[src/rtl/tag_rx_hop_ctrl.sv]
// tag_rx_hop_ctrl: multi-hop tag RX sequencer.
// Swaps sync markers into the IQ stream and reports frame progress on GPIO.
module tag_rx_hop_ctrl #(
    parameter int DATA_WIDTH     = 16,
    parameter int GPIO_REG_WIDTH = 12,
    parameter int CNT_WIDTH      = 18,
    parameter int NUM_HOPS       = 64,
    parameter int HOP_WIDTH      = 6,
    parameter int LOC_SYNC_LEN   = 8192,
    parameter int HOP_SYNC_LEN   = 24576,
    parameter int SCAN_SYNC_LEN  = 8192,
    parameter int HOP_RX_LEN     = 16384,
    parameter int IDLE_LIMIT     = 16384,
    parameter int SYNC_AMP       = 32000,
    parameter int SYNC_IN_BIT    = 2,
    parameter int SCAN_IN_BIT    = 6,
    parameter int SYNC_OUT_BIT   = 0,
    parameter int RX_OUT_BIT     = 4,
    parameter int HOP_OUT_BIT    = 8
) (
    input  logic                      clk,
    input  logic                      reset_n,
    input  logic [DATA_WIDTH-1:0]     irx_in,
    input  logic [DATA_WIDTH-1:0]     qrx_in,
    input  logic [GPIO_REG_WIDTH-1:0] fp_gpio_in,
    output logic [GPIO_REG_WIDTH-1:0] fp_gpio_out,
    output logic [GPIO_REG_WIDTH-1:0] fp_gpio_ddr,
    output logic [DATA_WIDTH-1:0]     irx_out,
    output logic [DATA_WIDTH-1:0]     qrx_out,
    output logic                      rx_valid,
    output logic [1:0]                rx_state,
    output logic [HOP_WIDTH-1:0]      hop_idx,
    output logic [CNT_WIDTH-1:0]      phase_count,
    output logic                      frame_done
);

    typedef enum logic [1:0] {
        ST_IDLE  = 2'd0,
        ST_LOC   = 2'd1,
        ST_HSYNC = 2'd2,
        ST_HRX   = 2'd3
    } state_e;

    localparam logic [CNT_WIDTH-1:0] LOC_LOAD  = CNT_WIDTH'(LOC_SYNC_LEN - 1);
    localparam logic [CNT_WIDTH-1:0] HS_LOAD   = CNT_WIDTH'(HOP_SYNC_LEN - 1);
    localparam logic [CNT_WIDTH-1:0] SCAN_LOAD = CNT_WIDTH'(SCAN_SYNC_LEN - 1);
    localparam logic [CNT_WIDTH-1:0] RX_LOAD   = CNT_WIDTH'(HOP_RX_LEN - 1);
    localparam logic [CNT_WIDTH-1:0] IDLE_LIM  = CNT_WIDTH'(IDLE_LIMIT);
    localparam logic [CNT_WIDTH-1:0] CNT_ONE   = CNT_WIDTH'(1);
    localparam logic [HOP_WIDTH-1:0] HOP_LAST  = HOP_WIDTH'(NUM_HOPS - 1);
    localparam logic [HOP_WIDTH-1:0] HOP_ONE   = HOP_WIDTH'(1);
    localparam logic [DATA_WIDTH-1:0] AMP_P    = DATA_WIDTH'(SYNC_AMP);
    localparam logic [DATA_WIDTH-1:0] AMP_N    = DATA_WIDTH'(-SYNC_AMP);
    localparam logic [GPIO_REG_WIDTH-1:0] DDR_MASK =
        (GPIO_REG_WIDTH'(1) << SYNC_OUT_BIT) |
        (GPIO_REG_WIDTH'(1) << RX_OUT_BIT)   |
        (GPIO_REG_WIDTH'(1) << HOP_OUT_BIT);

    logic [GPIO_REG_WIDTH-1:0] sync1_q;
    logic [GPIO_REG_WIDTH-1:0] sync2_q;
    logic                      sync3_q;
    logic [1:0]                fill_q;
    logic                      arm_q;
    logic                      edge_q;
    logic                      scan;
    logic                      unused_sync;

    state_e                    state_q, state_d;
    logic [CNT_WIDTH-1:0]      phase_q, phase_d;
    logic [CNT_WIDTH-1:0]      idle_q, idle_d;
    logic [HOP_WIDTH-1:0]      hop_q, hop_d;
    logic                      rxv_q, rxv_d;
    logic                      fd_q, fd_d;
    logic                      tog_q, tog_d;
    logic [GPIO_REG_WIDTH-1:0] gpio_q, gpio_d;
    logic [DATA_WIDTH-1:0]     i_q, q_q;

    assign scan        = sync2_q[SCAN_IN_BIT];
    assign unused_sync = ^sync2_q;

    // Pin synchroniser; the edge detector arms only once the chain holds a
    // genuine low, so a pin already high when reset releases is ignored.
    always_ff @(posedge clk or negedge reset_n) begin
        if (!reset_n) begin
            sync1_q <= '0;
            sync2_q <= '0;
            sync3_q <= 1'b0;
            fill_q  <= 2'd0;
            arm_q   <= 1'b0;
            edge_q  <= 1'b0;
        end else begin
            sync1_q <= fp_gpio_in;
            sync2_q <= sync1_q;
            sync3_q <= sync2_q[SYNC_IN_BIT];
            if (fill_q != 2'd2) begin
                fill_q <= fill_q + 2'd1;
            end
            if (fill_q == 2'd2 && !sync2_q[SYNC_IN_BIT]) begin
                arm_q <= 1'b1;
            end
            edge_q <= arm_q & sync2_q[SYNC_IN_BIT] & ~sync3_q;
        end
    end

    // Next-state decode; a sync edge overrides any terminal count.
    always_comb begin
        state_d = state_q;
        phase_d = phase_q;
        idle_d  = idle_q;
        hop_d   = hop_q;
        rxv_d   = rxv_q;
        fd_d    = 1'b0;
        tog_d   = tog_q;
        if (edge_q) begin
            state_d = ST_LOC;
            phase_d = LOC_LOAD;
            hop_d   = '0;
            rxv_d   = 1'b1;
        end else begin
            unique case (state_q)
                ST_IDLE: begin
                    if (idle_q < IDLE_LIM) begin
                        idle_d = idle_q + CNT_ONE;
                    end else begin
                        rxv_d = 1'b0;
                    end
                end
                ST_LOC: begin
                    if (phase_q == '0) begin
                        state_d = ST_HSYNC;
                        phase_d = scan ? SCAN_LOAD : HS_LOAD;
                    end else begin
                        phase_d = phase_q - CNT_ONE;
                    end
                end
                ST_HSYNC: begin
                    if (phase_q == '0) begin
                        state_d = ST_HRX;
                        phase_d = RX_LOAD;
                    end else begin
                        phase_d = phase_q - CNT_ONE;
                    end
                end
                ST_HRX: begin
                    if (phase_q != '0) begin
                        phase_d = phase_q - CNT_ONE;
                    end else if (hop_q < HOP_LAST) begin
                        state_d = ST_HSYNC;
                        phase_d = scan ? SCAN_LOAD : HS_LOAD;
                        hop_d   = hop_q + HOP_ONE;
                        tog_d   = ~tog_q;
                    end else begin
                        state_d = ST_IDLE;
                        idle_d  = '0;
                        fd_d    = 1'b1;
                    end
                end
                default: ;
            endcase
        end
    end

    // GPIO image built from next state so it lands with the state update.
    always_comb begin
        gpio_d               = '0;
        gpio_d[SYNC_OUT_BIT] = (state_d == ST_LOC) || (state_d == ST_HSYNC);
        gpio_d[RX_OUT_BIT]   = rxv_d;
        gpio_d[HOP_OUT_BIT]  = tog_d;
    end

    // Sequencer state and its registered status outputs.
    always_ff @(posedge clk or negedge reset_n) begin
        if (!reset_n) begin
            state_q <= ST_IDLE;
            phase_q <= '0;
            idle_q  <= '0;
            hop_q   <= '0;
            rxv_q   <= 1'b0;
            fd_q    <= 1'b0;
            tog_q   <= 1'b0;
            gpio_q  <= '0;
        end else begin
            state_q <= state_d;
            phase_q <= phase_d;
            idle_q  <= idle_d;
            hop_q   <= hop_d;
            rxv_q   <= rxv_d;
            fd_q    <= fd_d;
            tog_q   <= tog_d;
            gpio_q  <= gpio_d;
        end
    end

    // IQ register: markers in sync phases, passthrough otherwise.
    always_ff @(posedge clk or negedge reset_n) begin
        if (!reset_n) begin
            i_q <= '0;
            q_q <= '0;
        end else begin
            unique case (state_q)
                ST_LOC: begin
                    i_q <= AMP_N;
                    q_q <= '0;
                end
                ST_HSYNC: begin
                    i_q <= AMP_P;
                    q_q <= '0;
                end
                default: begin
                    i_q <= irx_in;
                    q_q <= qrx_in;
                end
            endcase
        end
    end

    assign fp_gpio_out = gpio_q;
    assign fp_gpio_ddr = DDR_MASK;
    assign irx_out     = i_q;
    assign qrx_out     = q_q;
    assign rx_valid    = rxv_q;
    assign rx_state    = state_q;
    assign hop_idx     = hop_q;
    assign phase_count = phase_q;
    assign frame_done  = fd_q;

endmodule

[config.mk]
export PLATFORM = sky130hd
export DESIGN_NAME = tag_rx_hop_ctrl
export DESIGN_NICKNAME = d
export VERILOG_FILES = /design/src/rtl/tag_rx_hop_ctrl.sv
export SDC_FILE = /design/constraint.sdc
export NUM_CORES = 1
export LEC_CHECK = 0
export CORE_MARGIN = 5
export CORE_UTILIZATION = 47
export CTS_CLUSTER_SIZE = 24
export DETAILED_ROUTE_END_ITERATION = 8
export GPL_TIMING_DRIVEN = 0
export PLACE_DENSITY = 0.81
export SYNTH_ARGS = -nofsm -noshare
export SYNTH_HDL_FRONTEND = slang
export SYNTH_SLANG_ARGS = --single-unit
[constraint.sdc]
create_clock -name clk -period 3.1 [get_ports clk]
set_input_delay 0.465 -clock clk [delete_from_list [all_inputs] [get_ports clk]]
set_output_delay 0.465 -clock clk [all_outputs]
set_load 0.05 [all_outputs]
Word level (Yosys, flattened, before mapping). Index checks and enable logic that the tools add are counted.

Flip-flop bits (word level): 101. Logic and storage cells: 87.

Add/subtract/negate cells: 4. Order comparisons: 2. Eq/ne operators: 12. Muxes and demuxes: 34. Bitwise gates (word level): 5. Reduce and logical (&&, ||, !) cells: 14.

Operator list (number): $mux 18 (8); $pmux 18 s3 (1); $pmux 18 s2 (1); $pmux 16 s2 (1); $mux 6 (4); $add 18x1->18 const B (1); $logic_not 18->1 (1); $lt 18x15->1 const B (1); $reduce_bool 18->1 (1); $sub 18x1->18 const B (1); $mux 16 (1); $mux 15 (1); $mux 1 (11); $mux 2 (5); $ne 2x2->1 const B (5); $eq 2x2->1 const B (4); $add 6x1->6 const B (1); $lt 6x6->1 const B (1); $pmux 2 s3 (1); $reduce_bool 2->1 (3); $reduce_and 5->1 (1); $eq 2x1->1 const B (2); $ne 4x4->1 const B (1); $reduce_bool 4->1 (1); other kinds (10) (13).

Logic depth before layout (Yosys ltp).
Depth after elaboration: 7. Mapped depth: 9. Gate-level depth less buffers: 8.

Worst setup path after synthesis. Ideal clock, no wire load.

Path type: reg2reg. Start: register phase_q[0], in the netlist phase_count[0]. End: register phase_q[5], in the netlist phase_count[5]. Library setup time: 0.148 ns. Data arrival time: 2.299 ns. Required time: 2.952 ns. Slack: 0.653 ns. Cell stages (with the launch flop): 9. Path buffers: 0. Cells stage by stage: dfrtp_1 -> inv_1 -> ha_1 -> nor4b_2 -> nand4_2 -> nor2_2 -> or3b_2 -> o41ai_1 -> o31ai_1.

Cells in the longest elaborated chain, start to end: 4.

Ends and longest elaborated chain: start, declared (RTL line 69) `logic [CNT_WIDTH-1:0] phase_q, phase_d;`; start signal, assigned (RTL line 184) `phase_q <= phase_d;`; $sub 18x1->18, or another cell as far along (RTL line 133, 141, 146); $mux 18, on equally long branches (RTL line 145, 129, 137); $pmux 18 s3 (RTL line 120) `unique case (state_q)`; $mux 18 (RTL line 114) `if (edge_q) begin`.

Parallel ways exist; a longest one is shown, timed or not. A chain may end at the register's enable or synchronous reset.

Worst setup path in the final report.
Start: register phase_q[0], in the netlist phase_count[0]. End: register phase_q[3], in the netlist phase_count[3].

Same word-level chain as after synthesis.

==> flow_results.org <==
** Drt
- The first detailed-routing pass took 5 iterations.
- The final layout contains routed wiring with a total length of 9282 um.
- The first routing iteration left 185 violations.
- After detailed routing, the number of remaining DRC violations is 0.
- After detailed routing, the number of vias per cell comes to 5.033.
- After detailed routing, the average wire length per cell comes to 14.53 um.
- In this run the remaining antenna-violating nets after routing total 0.
- Across all layers, the routed design uses 3216 vias.

** Clock network
- The clock drives 89 sinks.
- Post-CTS timing repair inserted 0 buffers for setup.
- CTS Hold Bufs :: 0
- Count of H-tree levels built during CTS :: 3
- Clock-pin slew was measured on the worst setup and hold paths at 90 ps.
- Maximum clock path buffer count :: 2
- Clock tree from TritonCTS :: done
- CTS root buffer :: sky130_fd_sc_hd__clkbuf_8
- At the later pin of the worst-skew pair, clock insertion delay measures 360 ps.
- Clock buffer count from CTS :: 9
- The number of gates resized after CTS was 0.

** Yosys
- Synthesis inferred 89 register bits.
- Yosys top cell by area :: sky130_fd_sc_hd__dfrtp_1
- For this run, asynchronously set or reset flops after synthesis account for 100.0%.
- Average instance area after synthesis :: 10.46 um2
- Cell area after synthesis :: 4153 um2
- Area contributors post-synth :: sky130_fd_sc_hd__dfrtp_1 54%, sky130_fd_sc_hd__xor2_1 4.4%, sky130_fd_sc_hd__buf_4 4.2%
- Synthesized instance count :: 397
- For this run, the number of Yosys warnings is 0.
- The synthesized design contains 0 enable-type register cells.
- In this run, distinct cell masters in the synthesized netlist total 52.
- Synth top area share :: 53.63%
- For this run, the leading register cell type out of synthesis is sky130_fd_sc_hd__dfrtp_1.
- Register area share after synthesis :: 53.63%

** Power and ir drop
- Internal power comes to 0.002338 W.
- In this run the static leakage power is 2.453 nW.
- IR analysis of the VDD net gives a maximum drop of 0.0006632 V.
- Summing internal, switching and leakage power gives 0.004098 W.
- Power per Cell Area :: 736.2 nW/um2
- Of the total power, the share spent switching nets is 42.96%.
- Relative contribution of combinational cells to total power :: 42.5%
- The analysis attributes to net switching a power of 0.001761 W.
- Fraction of power consumed by the clock network :: 19.9%
- Sequential power share :: 37.6%

** Final layout
- Summing all non-filler instances in the final layout gives an area of 5567 um2.
- Fill cells in the final layout number 708.
- The sequential cells in the finished layout cover a total of 2227 um2.
- Diodes inserted :: 0
- Layout Nets :: 580
- Combined area of the multi-input logic cells :: 1714 um2
- Cells with a size suffix above 1 make up 11.30% of the layout.
- Relative to the synthesized area, the layout overhead comes to 34.05%.

** Timing
- Of the available clock period, the critical path in the final layout requires 84.94%.
- The final-report hold violation count came to 0.
- Setup repair after global routing missed its margin :: false
- Final setup vio count :: 0
- Number of pins with negative max-slew slack in the final report :: 0
- Setup Skew :: 15.42 ps
- Shortest period the worst path allows :: 2633 ps
- In this run the tightest slew margin relative to its limit is 42.87%.
- Slew at the pin closest to its max-slew limit :: 853.0 ps
- Adding up every negative setup slack in the final design gives 0 ps.
- Fmax :: 379.8 MHz

** Global route
- Initial antenna violation count :: 0
- The via count of the first global-routing pass is 3274.
- Pin count of the biggest net entering global routing :: 58
- In the global route stage, overall resource usage came out at 17.68%.
- Wire length of the first global-routing pass :: 15780 um
- Global routing finished with a remaining overflow of 0.

** Run status
- Outcome :: finished, final reports clean

** Floorplan
- Standard cell core area :: 8678 um2
- Once the floorplan was initialized, standard cells occupied 47.85% of the core.
- Row count :: 34
- Die ar. :: 10820 um2
- Overall die height :: 104.0 um
- Measured along the x axis, the die boundary spans 104.0 um.
- In this run the count of I/O pins placed on the die edge is 130.

** Placement
- Routability-driven placement finished with a final weighted congestion of 0.8269.
- Detailed placement finished with a half-perimeter wire length of 6943 um.
- Port-buffer cells :: 98
- After detailed placement, the total cell area comes to 5365 um2.

** Min path
- Hold WC Path Type :: in -> async

** Worst setup path
- Critical Path Fanout Max :: 10
- STA classifies the critical path endpoint as a flop.
- Kind of critical path :: reg -> reg
- STA classifies the critical path startpoint as a flop.
- Data arrives at the worst endpoint at 2900 ps.
- At the worst endpoint, the required time is 3360 ps.

** Flow run
- The tool flagged a number of max-cap violations equal to 0.
## cells in the mapped netlist (2+ instances only)
cell and count:
sky130_fd_sc_hd__a21oi_1 7, sky130_fd_sc_hd__nand4_1 8, sky130_fd_sc_hd__xnor2_1 7, sky130_fd_sc_hd__nand2b_1 4, sky130_fd_sc_hd__and2_1 7, sky130_fd_sc_hd__nor2b_1 26, sky130_fd_sc_hd__buf_4 23, sky130_fd_sc_hd__conb_1 2
sky130_fd_sc_hd__and3_1 7, sky130_fd_sc_hd__buf_2 4, sky130_fd_sc_hd__nor4_1 9, sky130_fd_sc_hd__and4_1 4, sky130_fd_sc_hd__dfrtp_1 89, sky130_fd_sc_hd__nand3_1 19, sky130_fd_sc_hd__a21o_1 2, sky130_fd_sc_hd__clkbuf_1 6
sky130_fd_sc_hd__a31oi_1 3, sky130_fd_sc_hd__o41ai_1 2, sky130_fd_sc_hd__nor3_1 7, sky130_fd_sc_hd__nand2_1 24, sky130_fd_sc_hd__inv_1 15, sky130_fd_sc_hd__o31ai_1 4, sky130_fd_sc_hd__or2_2 2, sky130_fd_sc_hd__xor2_1 21
sky130_fd_sc_hd__nor2_1 32, sky130_fd_sc_hd__or3_1 9, sky130_fd_sc_hd__nor4_4 2, sky130_fd_sc_hd__ha_1 8, sky130_fd_sc_hd__a211oi_1 2, sky130_fd_sc_hd__a21boi_0 2, sky130_fd_sc_hd__o21ai_0 19
## cell usage in the layout, fill, tap and decap left out, types with 3 or more instances in the layout
master                            count
sky130_fd_sc_hd__conb_1              21
sky130_fd_sc_hd__nor3_1               7
sky130_fd_sc_hd__a31oi_1              3
sky130_fd_sc_hd__or3_1                9
sky130_fd_sc_hd__xnor2_1              7
sky130_fd_sc_hd__nand2_1             24
sky130_fd_sc_hd__clkbuf_8             9
sky130_fd_sc_hd__o21ai_0             19
sky130_fd_sc_hd__xor2_1              21
sky130_fd_sc_hd__buf_4               24
sky130_fd_sc_hd__clkdlybuf4s50_1     97
sky130_fd_sc_hd__nand4_1              8
sky130_fd_sc_hd__nand3_1             19
sky130_fd_sc_hd__nor2_1              32
sky130_fd_sc_hd__buf_2                4
sky130_fd_sc_hd__and2_1               7
sky130_fd_sc_hd__and3_1               7
sky130_fd_sc_hd__and4_1               4
sky130_fd_sc_hd__nand2b_1             4
sky130_fd_sc_hd__inv_1               15
sky130_fd_sc_hd__nor2b_1             26
sky130_fd_sc_hd__o31ai_1              4
sky130_fd_sc_hd__nor4_1               9
sky130_fd_sc_hd__dfrtp_1             89
sky130_fd_sc_hd__clkbuf_1             6
sky130_fd_sc_hd__ha_1                 8
sky130_fd_sc_hd__a21oi_1              7
## critical path, stage by stage, from the launching register on
cell and delay (ps):
sky130_fd_sc_hd__dfrtp_1 440, sky130_fd_sc_hd__inv_1 80, sky130_fd_sc_hd__ha_1 180, sky130_fd_sc_hd__nor4b_2 380, sky130_fd_sc_hd__nand4_2 320, sky130_fd_sc_hd__nor4_4 570, sky130_fd_sc_hd__or2_1 190, sky130_fd_sc_hd__buf_6 140
sky130_fd_sc_hd__a21oi_2 30, sky130_fd_sc_hd__o22a_1 200
## logic make-up (layout without fill, tap and decap cells)
family,count (synthesis),in the layout,share of synthesized area (%)
XOR/XNOR,28,28,5.906
AND/OR/NAND/NOR,170,170,23.05
flip-flops,89,89,53.63
buffers and inverters,49,164,6.809
other,2,21,0.1808
adder cells (fa/ha/maj),8,8,2.410
AO/OA/AOI/OAI,51,51,8.014
## routing by layer
layer  up-vias  share of wire [%]  global-route usage (%)
met2       111                 46                   27.91
li1       1570                  -                       -
met1      1520                 40                   20.95
met5         -                  0                       0
met4         0                1.7                   6.846
met3        15                 12                   8.256
## state kept, by name (all words and copies together) (netlist names)
| register | cells |
|---|---|
| frame_done | 1 |
| rx_state | 2 |
| qrx_out | 16 |
| sync2_q | 2 |
| sync3_q | 1 |
| idle_q | 18 |
| arm_q | 1 |
| edge_q | 1 |
| fp_gpio_out | 3 |
| fill_q | 2 |
| hop_idx | 6 |
| sync1_q | 2 |
| phase_count | 18 |
| irx_out | 16 |
## cell type report
cell class                      instances  area share (%)
Multi-Input combinational cell        278           30.79
Timing Repair Buffer                   99           18.07
Inverter                               15           1.011
Tap cell                              108           2.428
Clock inverter                          7           1.394
Buffer                                 34           4.068
Sequential cell                        89           40.01
Clock buffer                            9           2.225
## final timing paths
| kind | from | to | slack (ps) | cells past startpoint |
|---|---|---|---|---|
| min in group clk | sync1_q[2] | sync2_q[2] | 360 | 0 |
| max in group asynchronous | reset_n | phase_count[13] | 2450 | 2 |
| worst max register to register | phase_count[0] | phase_count[3] | 470 | 9 |
| worst min register to register | sync1_q[2] | sync2_q[2] | 360 | 0 |
| worst max-delay path | phase_count[0] | phase_count[3] | 470 | 9 |
| worst min-delay path | reset_n | irx_out[0] | 30 | 1 |
## per-stage QoR
| stage | worst slack [ps] | instances | util, % | hold WS, ps |
|---|---|---|---|---|
| after global placement | -1567 | 622 | 61.53 | 336.1 |
| after CTS | 512.0 | 639 | 64.14 | 31.32 |
| final | 466.9 | 639 | 64.14 | 31.06 |
| after detailed placement | 518.8 | 623 | 61.82 | 337.2 |
| after global routing | 313.0 | 639 | 64.14 | 56.39 |
| after floorplan | 653.2 | 416 | - | 169.4 |
## power by group through the flow
stage	logic, W	registers, W	clock network [W]
2_1_floorplan	0.000509	0.00219	0
3_3_place_gp	0.00172	0.00155	0
3_5_place_dp	0.00175	0.00157	0
4_1_cts	0.00176	0.00154	0.000832
5_1_grt	0.00186	0.00158	0.000885
6_report	0.00174	0.00154	0.000817
Note: power is estimated with default switching activity, not from simulation.
